## config.mk

```make
export PLATFORM = sky130hd
export DESIGN_NAME = muldiv_unit_flat
export DESIGN_NICKNAME = d
export VERILOG_FILES = /design/src/rtl/muldiv_unit_if.sv /design/src/rtl/muldiv_unit.sv /design/src/flat_wrapper.sv
export SDC_FILE = /design/constraint.sdc
export NUM_CORES = 1
export LEC_CHECK = 0
export BUFFER_PORTS_ARGS = -buffer_cell sky130_fd_sc_hd__buf_2
export CAP_MARGIN = 20
export CORE_ASPECT_RATIO = 0.7
export CORE_MARGIN = 2
export CORE_UTILIZATION = 55
export DETAILED_ROUTE_END_ITERATION = 10
export GPL_TIMING_DRIVEN = 0
export PLACE_DENSITY_LB_ADDON = 0.3
export SYNTH_ARGS = -nofsm -noshare
export SYNTH_HDL_FRONTEND = slang
export SYNTH_SLANG_ARGS = --single-unit
```

## constraint.sdc

```tcl
create_clock -name clk -period 5.8 [get_ports clk]
set_input_delay 1.45 -clock clk [delete_from_list [all_inputs] [get_ports clk]]
set_output_delay 1.45 -clock clk [all_outputs]
set_load 0.05 [all_outputs]
```

## src/rtl/muldiv_unit_if.sv

```systemverilog
// Handshake and result bundle between the execute stage and the multiply/divide unit.
// The pipeline side is the master; the unit itself uses the slave modport.
interface muldiv_if #(
    parameter int WIDTH = 32
);
    logic             start;
    logic [2:0]       op;
    logic [WIDTH-1:0] op_a;
    logic [WIDTH-1:0] op_b;
    logic             flush;
    logic             stall;
    logic             busy;
    logic             done;
    logic             div0;
    logic [WIDTH-1:0] hi;
    logic [WIDTH-1:0] lo;

    modport master (
        output start, op, op_a, op_b, flush,
        input  stall, busy, done, div0, hi, lo
    );

    modport slave (
        input  start, op, op_a, op_b, flush,
        output stall, busy, done, div0, hi, lo
    );
endinterface

```

## src/rtl/muldiv_unit.sv

```systemverilog
// Iterative shift-add multiplier / restoring divider with architectural HI/LO registers.
// One result bit per cycle; a final FIX cycle applies the sign correction and commits HI/LO.
module muldiv_unit #(
    parameter int WIDTH = 32
) (
    input  logic     clk,
    input  logic     rst_n,
    muldiv_if.slave  bus
);
    localparam int CNT_W = $clog2(WIDTH + 1);

    typedef enum logic [1:0] {IDLE, CALC, FIX} state_t;

    state_t               state_q, state_d;
    logic [CNT_W-1:0]     cnt_q, cnt_d;
    logic [WIDTH-1:0]     dvsr_q, dvsr_d;
    logic [2*WIDTH-1:0]   acc_q, acc_d;
    logic [WIDTH:0]       rem_q, rem_d;
    logic                 is_div_q, is_div_d;
    logic                 neg_q, neg_d;
    logic                 neg_rem_q, neg_rem_d;
    logic                 dz_q, dz_d;
    logic [WIDTH-1:0]     hi_q, hi_d;
    logic [WIDTH-1:0]     lo_q, lo_d;
    logic                 done_q, done_d;
    logic                 div0_q, div0_d;

    logic                 signed_op;
    logic [WIDTH-1:0]     a_mag, b_mag;
    logic [WIDTH:0]       mul_sum;
    logic [WIDTH+1:0]     rem_sh, rem_diff;
    logic [2*WIDTH-1:0]   prod_fix;

    function automatic logic [WIDTH-1:0] magnitude(input logic signed [WIDTH-1:0] v,
                                                   input logic is_signed);
        return (is_signed && v[WIDTH-1]) ? -v : v;
    endfunction

    function automatic logic [WIDTH-1:0] apply_sign(input logic [WIDTH-1:0] v, input logic neg);
        return neg ? -v : v;
    endfunction

    always_comb begin
        state_d   = state_q;
        cnt_d     = cnt_q;
        dvsr_d    = dvsr_q;
        acc_d     = acc_q;
        rem_d     = rem_q;
        is_div_d  = is_div_q;
        neg_d     = neg_q;
        neg_rem_d = neg_rem_q;
        dz_d      = dz_q;
        hi_d      = hi_q;
        lo_d      = lo_q;
        done_d    = 1'b0;
        div0_d    = div0_q;

        signed_op = ~bus.op[0];
        a_mag     = magnitude(bus.op_a, signed_op);
        b_mag     = magnitude(bus.op_b, signed_op);
        mul_sum   = {1'b0, acc_q[2*WIDTH-1:WIDTH]} + {1'b0, (acc_q[0] ? dvsr_q : '0)};
        rem_sh    = {rem_q, acc_q[WIDTH-1]};
        rem_diff  = rem_sh - {2'b00, dvsr_q};
        prod_fix  = neg_q ? -acc_q : acc_q;

        case (state_q)
            IDLE: begin
                if (bus.start && !bus.flush) begin
                    if (!bus.op[2]) begin
                        is_div_d  = bus.op[1];
                        neg_d     = signed_op & (bus.op_a[WIDTH-1] ^ bus.op_b[WIDTH-1]);
                        neg_rem_d = signed_op & bus.op_a[WIDTH-1];
                        dz_d      = bus.op[1] & (bus.op_b == '0);
                        // Divide keeps the divisor in dvsr and the dividend in acc's low half;
                        // multiply keeps the multiplicand in dvsr and the multiplier in acc.
                        dvsr_d    = bus.op[1] ? b_mag : a_mag;
                        acc_d     = {{WIDTH{1'b0}}, (bus.op[1] ? a_mag : b_mag)};
                        rem_d     = '0;
                        cnt_d     = CNT_W'(WIDTH);
                        div0_d    = 1'b0;
                        state_d   = CALC;
                    end else if (bus.op == 3'd4) begin
                        hi_d = bus.op_a;
                    end else if (bus.op == 3'd5) begin
                        lo_d = bus.op_a;
                    end
                end
            end
            CALC: begin
                if (bus.flush) begin
                    state_d = IDLE;
                end else begin
                    if (is_div_q) begin
                        if (rem_diff[WIDTH+1]) begin
                            rem_d = rem_sh[WIDTH:0];
                            acc_d = {acc_q[2*WIDTH-1:WIDTH], acc_q[WIDTH-2:0], 1'b0};
                        end else begin
                            rem_d = rem_diff[WIDTH:0];
                            acc_d = {acc_q[2*WIDTH-1:WIDTH], acc_q[WIDTH-2:0], 1'b1};
                        end
                    end else begin
                        acc_d = {mul_sum, acc_q[WIDTH-1:1]};
                    end
                    cnt_d = cnt_q - CNT_W'(1);
                    if (cnt_q == CNT_W'(1)) state_d = FIX;
                end
            end
            FIX: begin
                state_d = IDLE;
                if (!bus.flush) begin
                    done_d = 1'b1;
                    if (is_div_q) begin
                        // With a zero divisor the remainder is |op_a|, so the remainder sign
                        // fix-up hands back op_a exactly; the quotient is forced to all ones.
                        hi_d   = apply_sign(rem_q[WIDTH-1:0], neg_rem_q);
                        lo_d   = dz_q ? '1 : apply_sign(acc_q[WIDTH-1:0], neg_q);
                        div0_d = dz_q;
                    end else begin
                        {hi_d, lo_d} = prod_fix;
                    end
                end
            end
            default: state_d = IDLE;
        endcase
    end

    always_ff @(posedge clk) begin
        if (!rst_n) begin
            state_q <= IDLE;
            cnt_q   <= '0;
            hi_q    <= '0;
            lo_q    <= '0;
            done_q  <= 1'b0;
            div0_q  <= 1'b0;
        end else begin
            state_q <= state_d;
            cnt_q   <= cnt_d;
            hi_q    <= hi_d;
            lo_q    <= lo_d;
            done_q  <= done_d;
            div0_q  <= div0_d;
        end
    end

    always_ff @(posedge clk) begin
        dvsr_q    <= dvsr_d;
        acc_q     <= acc_d;
        rem_q     <= rem_d;
        is_div_q  <= is_div_d;
        neg_q     <= neg_d;
        neg_rem_q <= neg_rem_d;
        dz_q      <= dz_d;
    end

    assign bus.busy  = (state_q != IDLE);
    assign bus.stall = (state_q != IDLE) | (bus.start & ~bus.op[2]);
    assign bus.done  = done_q;
    assign bus.div0  = div0_q;
    assign bus.hi    = hi_q;
    assign bus.lo    = lo_q;
endmodule

```

## src/flat_wrapper.sv

```systemverilog
// flat-port wrapper written by rule: the top's interface ports become plain ports
module muldiv_unit_flat 
#(
    parameter int WIDTH = 32
)
  (clk, rst_n, bus_start, bus_op, bus_op_a, bus_op_b, bus_flush, bus_stall, bus_busy, bus_done, bus_div0, bus_hi, bus_lo);
  muldiv_if #(.WIDTH(WIDTH)) bus_i ();
  input  logic clk;
  input  logic rst_n;
  input wire logic [$bits(bus_i.start)-1:0] bus_start;
  input wire logic [$bits(bus_i.op)-1:0] bus_op;
  input wire logic [$bits(bus_i.op_a)-1:0] bus_op_a;
  input wire logic [$bits(bus_i.op_b)-1:0] bus_op_b;
  input wire logic [$bits(bus_i.flush)-1:0] bus_flush;
  output wire logic [$bits(bus_i.stall)-1:0] bus_stall;
  output wire logic [$bits(bus_i.busy)-1:0] bus_busy;
  output wire logic [$bits(bus_i.done)-1:0] bus_done;
  output wire logic [$bits(bus_i.div0)-1:0] bus_div0;
  output wire logic [$bits(bus_i.hi)-1:0] bus_hi;
  output wire logic [$bits(bus_i.lo)-1:0] bus_lo;
  assign bus_i.start = bus_start;
  assign bus_i.op = bus_op;
  assign bus_i.op_a = bus_op_a;
  assign bus_i.op_b = bus_op_b;
  assign bus_i.flush = bus_flush;
  assign bus_stall = bus_i.stall;
  assign bus_busy = bus_i.busy;
  assign bus_done = bus_i.done;
  assign bus_div0 = bus_i.div0;
  assign bus_hi = bus_i.hi;
  assign bus_lo = bus_i.lo;
  muldiv_unit #(.WIDTH(WIDTH)) u_core (.clk(clk), .rst_n(rst_n), .bus(bus_i));
endmodule
```

==> metrics.cfg <==
[detailed_routing]
vias=16700
viasPerCell=6.75
antenna_left=0
drt_pass1_iterations=6
detail_route.wl_per_cell_um=26.1
routed_wl_um=64600
first_iter_violations=2622
drc=0

[pwr]
p_int_mw=2.81
p_clk_share_pct=37.9
pwr-share-comb_pct=20.3
swShare_pct=30.7
netSwitchingPower_mw=1.25
ir_worst_vdd_mv=0.207
power.density_mw_per_mm2=221
p_leak_nw=7.20
seq_power_share_pct=41.8
power.total_mw=4.06

[synthesis]
synth_cell_types=67
syn_area_per_cell_um2=8.53
ys.flop_type=edfxtp_1
synth_top_family_by_area=compound AO/OA/AOI/OAI gates
synth_xor_area_share_pct=10.7
ys_seq_elements=207
synth_nets=2058
synth_compound_area_share_pct=21.5
synth_mux_area_share_pct=6.64
synthAdderAreaFrac_pct=5.61
synth-simple-area-share_pct=18.0
netlist_instances=1915
synthArstFlopShare_pct=0
syn_area_mm2=0.0163
ys_seq_area_share_pct=33.5
synth_edf_count=133
ys_warn_count=0

[sta]
max_freq_ghz=0.206
finalSetupViolations=0
rsz0062_at_grt=false
relSlewSlack_pct=32.5
whs_ns=0.462
finalHoldViolCount=0
worstMarginPinSlew_ns=1.01
slew_viol_final=0
post-route-period-util_pct=83.6
tns_ns=0
setup_ws_ns=0.950
fin_skew_ns=0.0252
min_period_ns=4.85

[floorplanning]
core_mm2=0.0291
die_area_mm2=0.0311
pin_count=139
rows=52
initial_core_util_pct=56.2
fp.dieW_um=210
die_h_um=148

[global_routing]
antenna_found_initial=0
grt_max_degree=34
grt_overflow_total=0
first_global_vias=15100
grtUsageTotal_pct=40.5
grt_first_pass_wirelength_um=94200

[worst_setup_path]
endpoint_kind=flop
cp_max_fo=10
cp.required_ns=6.08
cp.arrival_ns=5.13
critPathKind=flop to flop
r2r_setup_slack_ns=0.95
cp-start-kind=flop

[run_status]
status=completed

[clock_network]
clock-sinks=207
cts_setup_buffers=0
cts.clk_slew.worst_paths_ns=0.07
root_buffer=clkbuf_16
insertion_delay_ns=0.54
cts-resized-gates=0
cts_buffers=23
cts_max_level=1
postCtsHoldBufs=0
cts_tree=done
ctsLongestPathBuffers=3

[cells_and_area]
stdcell_area_mm2=0.0184
final_layout_size_suffix_gt1_share_pct=9.59
area.growth.synth_to_final_pct=12.6
fin_nets=2225
final_util_pct=63.3
n_fill_cell=2532
instances_no_fill=2477

[place]
placed_area_mm2=0.0176
place.gp.congestion=1.08
portBuffers=136
dp_slack_ns=0.832
place_inst=2435
dp_hpwl_um=51600

[worst_hold_path]
hp-class=flop to flop

[job]
drv_cap=0

-- critical path: stages (launching register included) --
cell	delay (ns)
edfxtp_1	0.57
inv_1	0.30
clkbuf_1	0.35
nor2_1	0.13
ha_1	0.36
a21o_1	0.20
a21oi_1	0.16
nor2_1	0.07
o41ai_1	0.55
o21ai_0	0.37
a311oi_1	0.76
o31ai_1	0.30
o31ai_1	0.34
mux2i_1	0.12
-- cells in the mapped netlist (31+ instances only) --
library cell | count | area [um2]
o21ai_0 | 115 | 576
o31ai_1 | 48 | 360
clkbuf_1 | 92 | 345
nor2_1 | 134 | 503
nand2_1 | 223 | 837
ha_1 | 70 | 876
o221ai_1 | 32 | 280
dfxtp_1 | 74 | 1480
nor3_1 | 31 | 155
mux2i_1 | 105 | 1050
edfxtp_1 | 133 | 3990
xor2_1 | 92 | 806
xnor2_1 | 106 | 928
inv_1 | 65 | 244
a21boi_0 | 36 | 270
nand3_1 | 48 | 240
a21oi_1 | 134 | 671
-- worst paths after layout --
check | depth (start not counted) | startpoint | end
worst max-delay path | 13 | u_core.acc_q[0] | u_core.acc_q[61]
worst min-delay path | 2 | u_core.bus.lo[13] | u_core.bus.lo[13]
worst max register to register | 13 | u_core.acc_q[0] | u_core.acc_q[61]
worst min register to register | 2 | u_core.bus.lo[13] | u_core.bus.lo[13]
-- cell families after synthesis --
kind of cell	Yosys count
adder cells (fa/ha/maj)	72
buffers and inverters	173
AND/OR/NAND/NOR	616
flip-flops	207
multiplexers	108
XOR/XNOR	199
AO/OA/AOI/OAI	540
-- sequential cells by signal (all words and copies together), names as in the netlist --
name and cells:
u_core.acc_q 64, u_core.rem_q 33, u_core.bus.hi 32, u_core.bus.lo 32, u_core.dvsr_q 32, u_core.cnt_q 6
u_core.state_q 2, u_core.bus.div0 1, u_core.bus.done 1, u_core.dz_q 1, u_core.is_div_q 1, u_core.neg_q 1
u_core.neg_rem_q 1
-- area by class of cell --
type,instances,area [um2],area share (%)
Tap cell,378,473,2.57
Sequential cell,207,5480,29.8
Clock buffer,31,668,3.63
Timing Repair Buffer,142,782,4.25
Inverter,67,251,1.37
Antenna cell,3,7.51,0.0408
Multi-Input combinational cell,1535,10200,55.6
Buffer,106,400,2.18
Clock inverter,8,104,0.564
-- power groups by stage --
stage               Sequential, mW  Combinational [mW]  Clock [mW]
floorplan                     1.72               0.492           0
global placement              1.73               0.758           0
detailed placement            1.72               0.781           0
CTS                           1.69               0.785        1.54
global route                  1.70               0.870        1.59
finish                        1.70               0.823        1.54
-- layout by cell type, fill, tap and decap left out, types with 30 or more instances in the layout --
cell,Yosys,final
mux2i_1,105,105
xor2_1,92,92
o221ai_1,32,32
nor3_1,31,30
nor2_1,134,133
inv_1,65,65
dfxtp_1,74,74
xnor2_1,106,106
o31ai_1,48,48
a21oi_1,134,133
o21ai_0,115,115
ha_1,70,70
a21boi_0,36,36
nand3_1,48,48
edfxtp_1,133,133
buf_2,2,138
nand2_1,223,223
clkbuf_1,92,96
-- per-layer routing --
| layer | vias to the layer above | share of wire, % | track usage [%] |
|---|---|---|---|
| li1 | 7384 | - | - |
| met5 | - | 0 | 0 |
| met3 | 163 | 17 | 16.3 |
| met2 | 1273 | 37 | 53.2 |
| met1 | 7899 | 42 | 59.6 |
| met4 | 0 | 3.6 | 13.2 |
(Power assumes the default switching activity.)
